==> config.mk <==
export PLATFORM = sky130hd
export DESIGN_NAME = minmax_reduce_unit
export DESIGN_NICKNAME = d
export VERILOG_FILES = /design/src/rtl/minmax_pkg.sv /design/src/rtl/minmax_lane.sv /design/src/rtl/minmax_reduce_unit.sv
export SDC_FILE = /design/constraint.sdc
export NUM_CORES = 1
export LEC_CHECK = 0
export ABC_AREA = 1
export BUFFER_PORTS_ARGS = -buffer_cell sky130_fd_sc_hd__buf_2
export CORE_MARGIN = 5
export CORE_UTILIZATION = 50
export CTS_BUF_LIST = sky130_fd_sc_hd__clkbuf_4 sky130_fd_sc_hd__clkbuf_8
export DETAILED_ROUTE_END_ITERATION = 7
export GPL_TIMING_DRIVEN = 1
export MAX_ROUTING_LAYER = met4
export PLACE_DENSITY = 0.75
export SLEW_MARGIN = 20
export SYNTH_ARGS = -nofsm -noshare
export SYNTH_HDL_FRONTEND = slang
export SYNTH_SLANG_ARGS = --single-unit
==> constraint.sdc <==
create_clock -name clk -period 4.6 [get_ports clk]
set_clock_uncertainty 0.1 [all_clocks]
set_input_delay 1.38 -clock clk [delete_from_list [all_inputs] [get_ports clk]]
set_output_delay 1.38 -clock clk [all_outputs]
set_load 0.01 [all_outputs]
==> src/rtl/minmax_pkg.sv <==
// Shared types and helpers for the min/max reduction unit.
// The optional argidx feature is controlled by MINMAX_ARGIDX_EN.
package minmax_pkg;

  typedef enum logic [1:0] {
    OP_MIN  = 2'd0,
    OP_MAX  = 2'd1,
    OP_MINU = 2'd2,
    OP_MAXU = 2'd3
  } minmax_op_e;

  typedef enum logic [1:0] {
    ST_IDLE  = 2'd0,
    ST_ACCUM = 2'd1,
    ST_DONE  = 2'd2
  } minmax_state_e;

  // Value that never wins a strict compare, so the first real element always replaces it (or ties it).
  function automatic logic [31:0] identity_value(minmax_op_e op, int unsigned width);
    logic [31:0] ones;
    ones = 32'hFFFF_FFFF >> (32 - width);
    case (op)
      OP_MIN:  identity_value = ones >> 1;
      OP_MAX:  identity_value = 32'd1 << (width - 1);
      OP_MINU: identity_value = ones;
      default: identity_value = 32'd0;
    endcase
  endfunction

endpackage

==> src/rtl/minmax_lane.sv <==
// One lane: strict compare-and-select into a running accumulator.
// With MINMAX_ARGIDX_EN defined the lane also tracks the winning beat index.
module minmax_lane
  import minmax_pkg::*;
#(
  parameter int WIDTH = 32
`ifdef MINMAX_ARGIDX_EN
  , parameter int CNT_W = 8
`endif
) (
  input  logic             clk,
  input  logic             rst,
  input  logic             load,
  input  minmax_op_e       load_op,
  input  minmax_op_e       op,
  input  logic             beat,
  input  logic [WIDTH-1:0] x,
`ifdef MINMAX_ARGIDX_EN
  input  logic [CNT_W-1:0] cnt,
  output logic [CNT_W-1:0] idx,
`endif
  output logic [WIDTH-1:0] acc
);

  logic lt_s, gt_s, lt_u, gt_u, upd;

  assign lt_s = $signed(x) < $signed(acc);
  assign gt_s = $signed(x) > $signed(acc);
  assign lt_u = x < acc;
  assign gt_u = x > acc;

  always_comb begin
    upd = 1'b0;
    case (op)
      OP_MIN:  upd = lt_s;
      OP_MAX:  upd = gt_s;
      OP_MINU: upd = lt_u;
      default: upd = gt_u;
    endcase
  end

  always_ff @(posedge clk) begin
    if (rst) begin
      acc <= '0;
    end else if (load) begin
      acc <= WIDTH'(identity_value(load_op, WIDTH));
    end else if (beat && upd) begin
      acc <= x;
    end
  end

`ifdef MINMAX_ARGIDX_EN
  always_ff @(posedge clk) begin
    if (rst || load) begin
      idx <= '0;
    end else if (beat && upd) begin
      idx <= cnt;
    end
  end
`endif

endmodule

==> src/rtl/minmax_reduce_unit.sv <==
// Multi-lane streaming min/max reduction with a result handshake.
// Define MINMAX_ARGIDX_EN to add per-lane winning-index outputs (out_idx_o).
module minmax_reduce_unit
  import minmax_pkg::*;
#(
  parameter int WIDTH = 32,
  parameter int LANES = 1,
  parameter int CNT_W = 8
) (
  input  logic                   clk,
  input  logic                   rst,
  input  logic                   start_i,
  input  minmax_op_e             op_i,
  input  logic [CNT_W-1:0]       len_i,
  input  logic                   in_valid_i,
  output logic                   in_ready_o,
  input  logic [LANES*WIDTH-1:0] in_data_i,
  output logic                   out_valid_o,
  input  logic                   out_ready_i,
  output logic [LANES*WIDTH-1:0] out_data_o,
`ifdef MINMAX_ARGIDX_EN
  output logic [LANES*CNT_W-1:0] out_idx_o,
`endif
  output logic                   busy_o
);

  minmax_state_e    state_q, state_d;
  logic [CNT_W-1:0] cnt_q, len_q;
  minmax_op_e       op_q;
  logic             start_acc, accept, last_beat;

  assign start_acc = (state_q == ST_IDLE) && start_i;
  assign accept    = (state_q == ST_ACCUM) && in_valid_i;
  assign last_beat = accept && ((cnt_q + CNT_W'(1)) == len_q);

  assign in_ready_o  = (state_q == ST_ACCUM);
  assign out_valid_o = (state_q == ST_DONE);
  assign busy_o      = (state_q != ST_IDLE);

  always_comb begin
    state_d = state_q;
    case (state_q)
      ST_IDLE:  if (start_i) state_d = (len_i == '0) ? ST_DONE : ST_ACCUM;
      ST_ACCUM: if (last_beat) state_d = ST_DONE;
      ST_DONE:  if (out_ready_i) state_d = ST_IDLE;
      default:  state_d = ST_IDLE;
    endcase
  end

  always_ff @(posedge clk) begin
    if (rst) begin
      state_q <= ST_IDLE;
      cnt_q   <= '0;
      len_q   <= '0;
      op_q    <= OP_MIN;
    end else begin
      state_q <= state_d;
      if (start_acc) begin
        cnt_q <= '0;
        len_q <= len_i;
        op_q  <= op_i;
      end else if (accept) begin
        cnt_q <= cnt_q + CNT_W'(1);
      end
    end
  end

  // Lanes are fully independent; the op used at load time comes straight from the port.
  for (genvar l = 0; l < LANES; l++) begin : g_lane
    minmax_lane #(
      .WIDTH(WIDTH)
`ifdef MINMAX_ARGIDX_EN
      , .CNT_W(CNT_W)
`endif
    ) u_lane (
      .clk    (clk),
      .rst    (rst),
      .load   (start_acc),
      .load_op(op_i),
      .op     (op_q),
      .beat   (accept),
      .x      (in_data_i[l*WIDTH +: WIDTH]),
`ifdef MINMAX_ARGIDX_EN
      .cnt    (cnt_q),
      .idx    (out_idx_o[l*CNT_W +: CNT_W]),
`endif
      .acc    (out_data_o[l*WIDTH +: WIDTH])
    );
  end

endmodule

==> metrics <==
first-pass GRT wire length=14270 µm; proportion of synthesized chip area in sequential cells=0.2896; required time of the critical path=4690 ps; register bit total from synthesis=52; proportion of layout cells with a drive suffix above 1=0.1770; slack of the critical path=1044 ps; number of antenna-violating nets in the routed design=0; routed length per instance=approximately 12 µm; Least-Margin Pin Slew=974.9 ps; kind of critical path=in2reg; vias=3564; # port buffers=approximately 80; period utilization=0.7731; depth of the worst register-to-register path=15; Syn-to-layout area delta=13.26%; Post-Synthesis Net Count=629; Worst Hold Path Cells=2; unrepaired setup endpoints after global routing=no; I/O pin count=82; synthesized cell area=3595 µm²; Setup TNS Final=0 ps; minimum clock period=3556 ps; highest ir drop seen on vdd=0.0001789 V; hold_sp=cnt_q[2]$_SDFFE_PP0P_; result of the run=finished clean; post-CTS setup buffer count=0; antenna violations before repair=0; tightest slew margin relative to the limit=0.3501; overall die width=about 95 µm; number of instances in the synthesized netlist=547; maximum number of pins on one net before global-route repair=around 110; maximum number of buffers from clock root to sink=2; capturing element type of the critical path=register; worst reg2reg path startpoint=g_lane[0].u_lane.acc[31]$_SDFFE_PP0P_; Syn. warnings=0; leftover overflow at the end of global routing=0; area inside the core boundary=around 7100 µm²; final hold violation count=0; startpoint kind of the worst setup timing path=input pin; post-cts resize count=0; routability cong.=0.8480; biggest area consumer among synthesized cells=sky130_fd_sc_hd__dfxtp_1; total global-route track usage=0.1984; static power due to leakage=0.002273 µW; floorplan die area=8985 µm²; Pwr per Cell Area=380.4 nW/µm²; residual DRC count=0; ANT cells=0; post-layout net count=694; worst flop-to-flop path endpoint=g_lane[0].u_lane.acc[24]$_SDFFE_PP0P_; worst hold-check path type=reg2reg; DIE HEIGHT=~95 µm; initial core utilization=0.5037; f_max=281.2 MHz; fraction of synthesized cell area taken by the top area cell type=0.2896; Pre-antenna DRT Iters=5; largest cells by area after synthesis=sky130_fd_sc_hd__dfxtp_1 29%, sky130_fd_sc_hd__nand2_1 16%, sky130_fd_sc_hd__ha_1 12%; Place WS=723.3 ps; syn avg cell area=6.572 µm²; number of global-route vias before repair=3417; Crit Path Max Fanout=64; number of violations reported at the end of detailed-routing iteration 0=134; FP Rows=31; clock buffer count from CTS=5; FF-to-FF setup slack=1840 ps; clock tree from TritonCTS=done; number of distinct library cells after synthesis=34; CTS HTree Levels=2; count of max-cap constraint violations=0; total setup violations reported at the end of the flow=0; Root Buffer=sky130_fd_sc_hd__clkbuf_8; clock-pin slew on the worst setup and hold paths=~90 ps; via-per-instance ratio=5.027; total wire length=8377 µm; worst skew pair latency=290 ps; Hold-fix buffers, CTS=0; arrival time worst endpoint=3650 ps; post-detail-place hpwl=6169 µm; clock net sink count=52; endpoint of the worst hold path=cnt_q[2]$_SDFFE_PP0P_; total count of max-transition violations in the final report=0
-- worst max-delay path: stages --
cell and delay [ps]:
sky130_fd_sc_hd__buf_2 110, sky130_fd_sc_hd__ha_1 350, sky130_fd_sc_hd__nand2_1 100, sky130_fd_sc_hd__nor2_2 140, sky130_fd_sc_hd__nand2_2 80, sky130_fd_sc_hd__nor4_4 200
sky130_fd_sc_hd__nand2_2 130, sky130_fd_sc_hd__nand2_2 90, sky130_fd_sc_hd__nand2_1 70, sky130_fd_sc_hd__nand3_2 70, sky130_fd_sc_hd__nand3_2 100, sky130_fd_sc_hd__nand2_4 490
sky130_fd_sc_hd__nand3_1 140, sky130_fd_sc_hd__nand2_1 100, sky130_fd_sc_hd__nor2_1 50
-- through the flow --
| stage | instances | hold WS [ps] | power [µW] | util | area [µm²] |
|---|---|---|---|---|---|
| final | 709 | 383.3 | 1549 | 0.5705 | 4071 |
| after global routing | 709 | 431.0 | 1708 | 0.5705 | 4071 |
| after floorplan | 547 | 349.4 | 1139 | - | 3595 |
| after detailed placement | 704 | 372.4 | 1320 | 0.5608 | 4003 |
| after global placement | 704 | 368.2 | 1293 | 0.5608 | 4003 |
| after CTS | 709 | 386.6 | 1564 | 0.5705 | 4071 |
-- flip-flops by register name, indices dropped and copies added, names as in the netlist --
name	count
state_q	2
g_lane.u_lane.acc	32
op_q	2
len_q	8
cnt_q	8
-- power by group --
part           leakage, µW  total [µW]  internal [µW]  switching, µW
clock            0.0000359         240           98.7            141
sequential        0.000430         585            535           49.5
combinational      0.00181         724            281            443
-- how the worst max path moves through the flow --
| stage | startpoint | to | cells after the start | slack [ps] |
|---|---|---|---|---|
| 2_1_floorplan | in_data_i[31] | g_lane[0].u_lane.acc[6]$_SDFFE_PP0P_ | 13 | 1400 |
| 3_3_place_gp | in_data_i[31] | g_lane[0].u_lane.acc[6]$_SDFFE_PP0P_ | 15 | 890 |
| 3_5_place_dp | in_data_i[31] | g_lane[0].u_lane.acc[24]$_SDFFE_PP0P_ | 15 | 720 |
| 4_1_cts | in_data_i[31] | g_lane[0].u_lane.acc[24]$_SDFFE_PP0P_ | 15 | 1040 |
| 5_1_grt | in_data_i[31] | g_lane[0].u_lane.acc[24]$_SDFFE_PP0P_ | 15 | 810 |
| 6_report | in_data_i[31] | g_lane[0].u_lane.acc[24]$_SDFFE_PP0P_ | 15 | 1040 |
-- cells in the final DEF (no fill, tap or decap), types with 2 or more instances in the layout --
| cell | instances |
|---|---|
| sky130_fd_sc_hd__o211ai_1 | 5 |
| sky130_fd_sc_hd__nand3_1 | 40 |
| sky130_fd_sc_hd__buf_4 | 3 |
| sky130_fd_sc_hd__xor2_1 | 7 |
| sky130_fd_sc_hd__nand2_4 | 2 |
| sky130_fd_sc_hd__inv_1 | 63 |
| sky130_fd_sc_hd__nor4_1 | 2 |
| sky130_fd_sc_hd__nor2_2 | 4 |
| sky130_fd_sc_hd__nand2_2 | 3 |
| sky130_fd_sc_hd__a21o_1 | 2 |
| sky130_fd_sc_hd__ha_1 | 35 |
| sky130_fd_sc_hd__o21a_1 | 2 |
| sky130_fd_sc_hd__a21oi_2 | 3 |
| sky130_fd_sc_hd__clkbuf_8 | 5 |
| sky130_fd_sc_hd__buf_2 | 81 |
| sky130_fd_sc_hd__dfxtp_1 | 52 |
| sky130_fd_sc_hd__nor2_1 | 63 |
| sky130_fd_sc_hd__nand3_2 | 3 |
| sky130_fd_sc_hd__a21oi_1 | 51 |
| sky130_fd_sc_hd__nand2_1 | 149 |
| sky130_fd_sc_hd__o21ai_0 | 19 |
| sky130_fd_sc_hd__nand4_1 | 3 |
| sky130_fd_sc_hd__nor3_1 | 3 |
-- synthesized netlist by cell type, drive strengths merged --
library cell / number
or2: 1
nand4: 3
xor2: 7
o21a: 2
buf: 11
nor2: 67
inv: 63
o31ai: 1
a21o: 2
o211ai: 5
o22ai: 1
clkbuf: 15
nor4: 3
nor3b: 1
a21oi: 55
xnor2: 1
dfxtp: 52
ha: 35
nor3: 3
nand2: 154
o21ai: 21
clkinv: 1
nand3: 43
-- routing by layer --
| metal | GRT usage | up-vias | share of wire |
|---|---|---|---|
| met3 | 0.02470 | 6 | 0.050 |
| met1 | 0.2289 | 1602 | 0.44 |
| met4 | 0.03966 | 0 | 0.0082 |
| li1 | - | 1873 | - |
| met5 | - | - | 0 |
| met2 | 0.3670 | 83 | 0.50 |
-- kinds of logic (layout without fill, tap and decap cells) --
group                    count (synthesis)  in the layout  synth area share
AO/OA/AOI/OAI                           87             87            0.1347
XOR/XNOR                                 8              8           0.01949
adder cells (fa/ha/maj)                 35             35            0.1218
buffers and inverters                   90            153            0.1100
flip-flops                              52             52            0.2896
AND/OR/NAND/NOR                        275            275            0.3244
-- layout make-up --
cell class,count,area [µm²]
multi-input combinational,405,2170
fill,726,3065
clock buffer,5,68.82
inverter,64,240.2
timing repair buffer,84,427.9
tap,99,123.9
sequential,52,1041
Note: power is estimated with default switching activity, not from simulation.
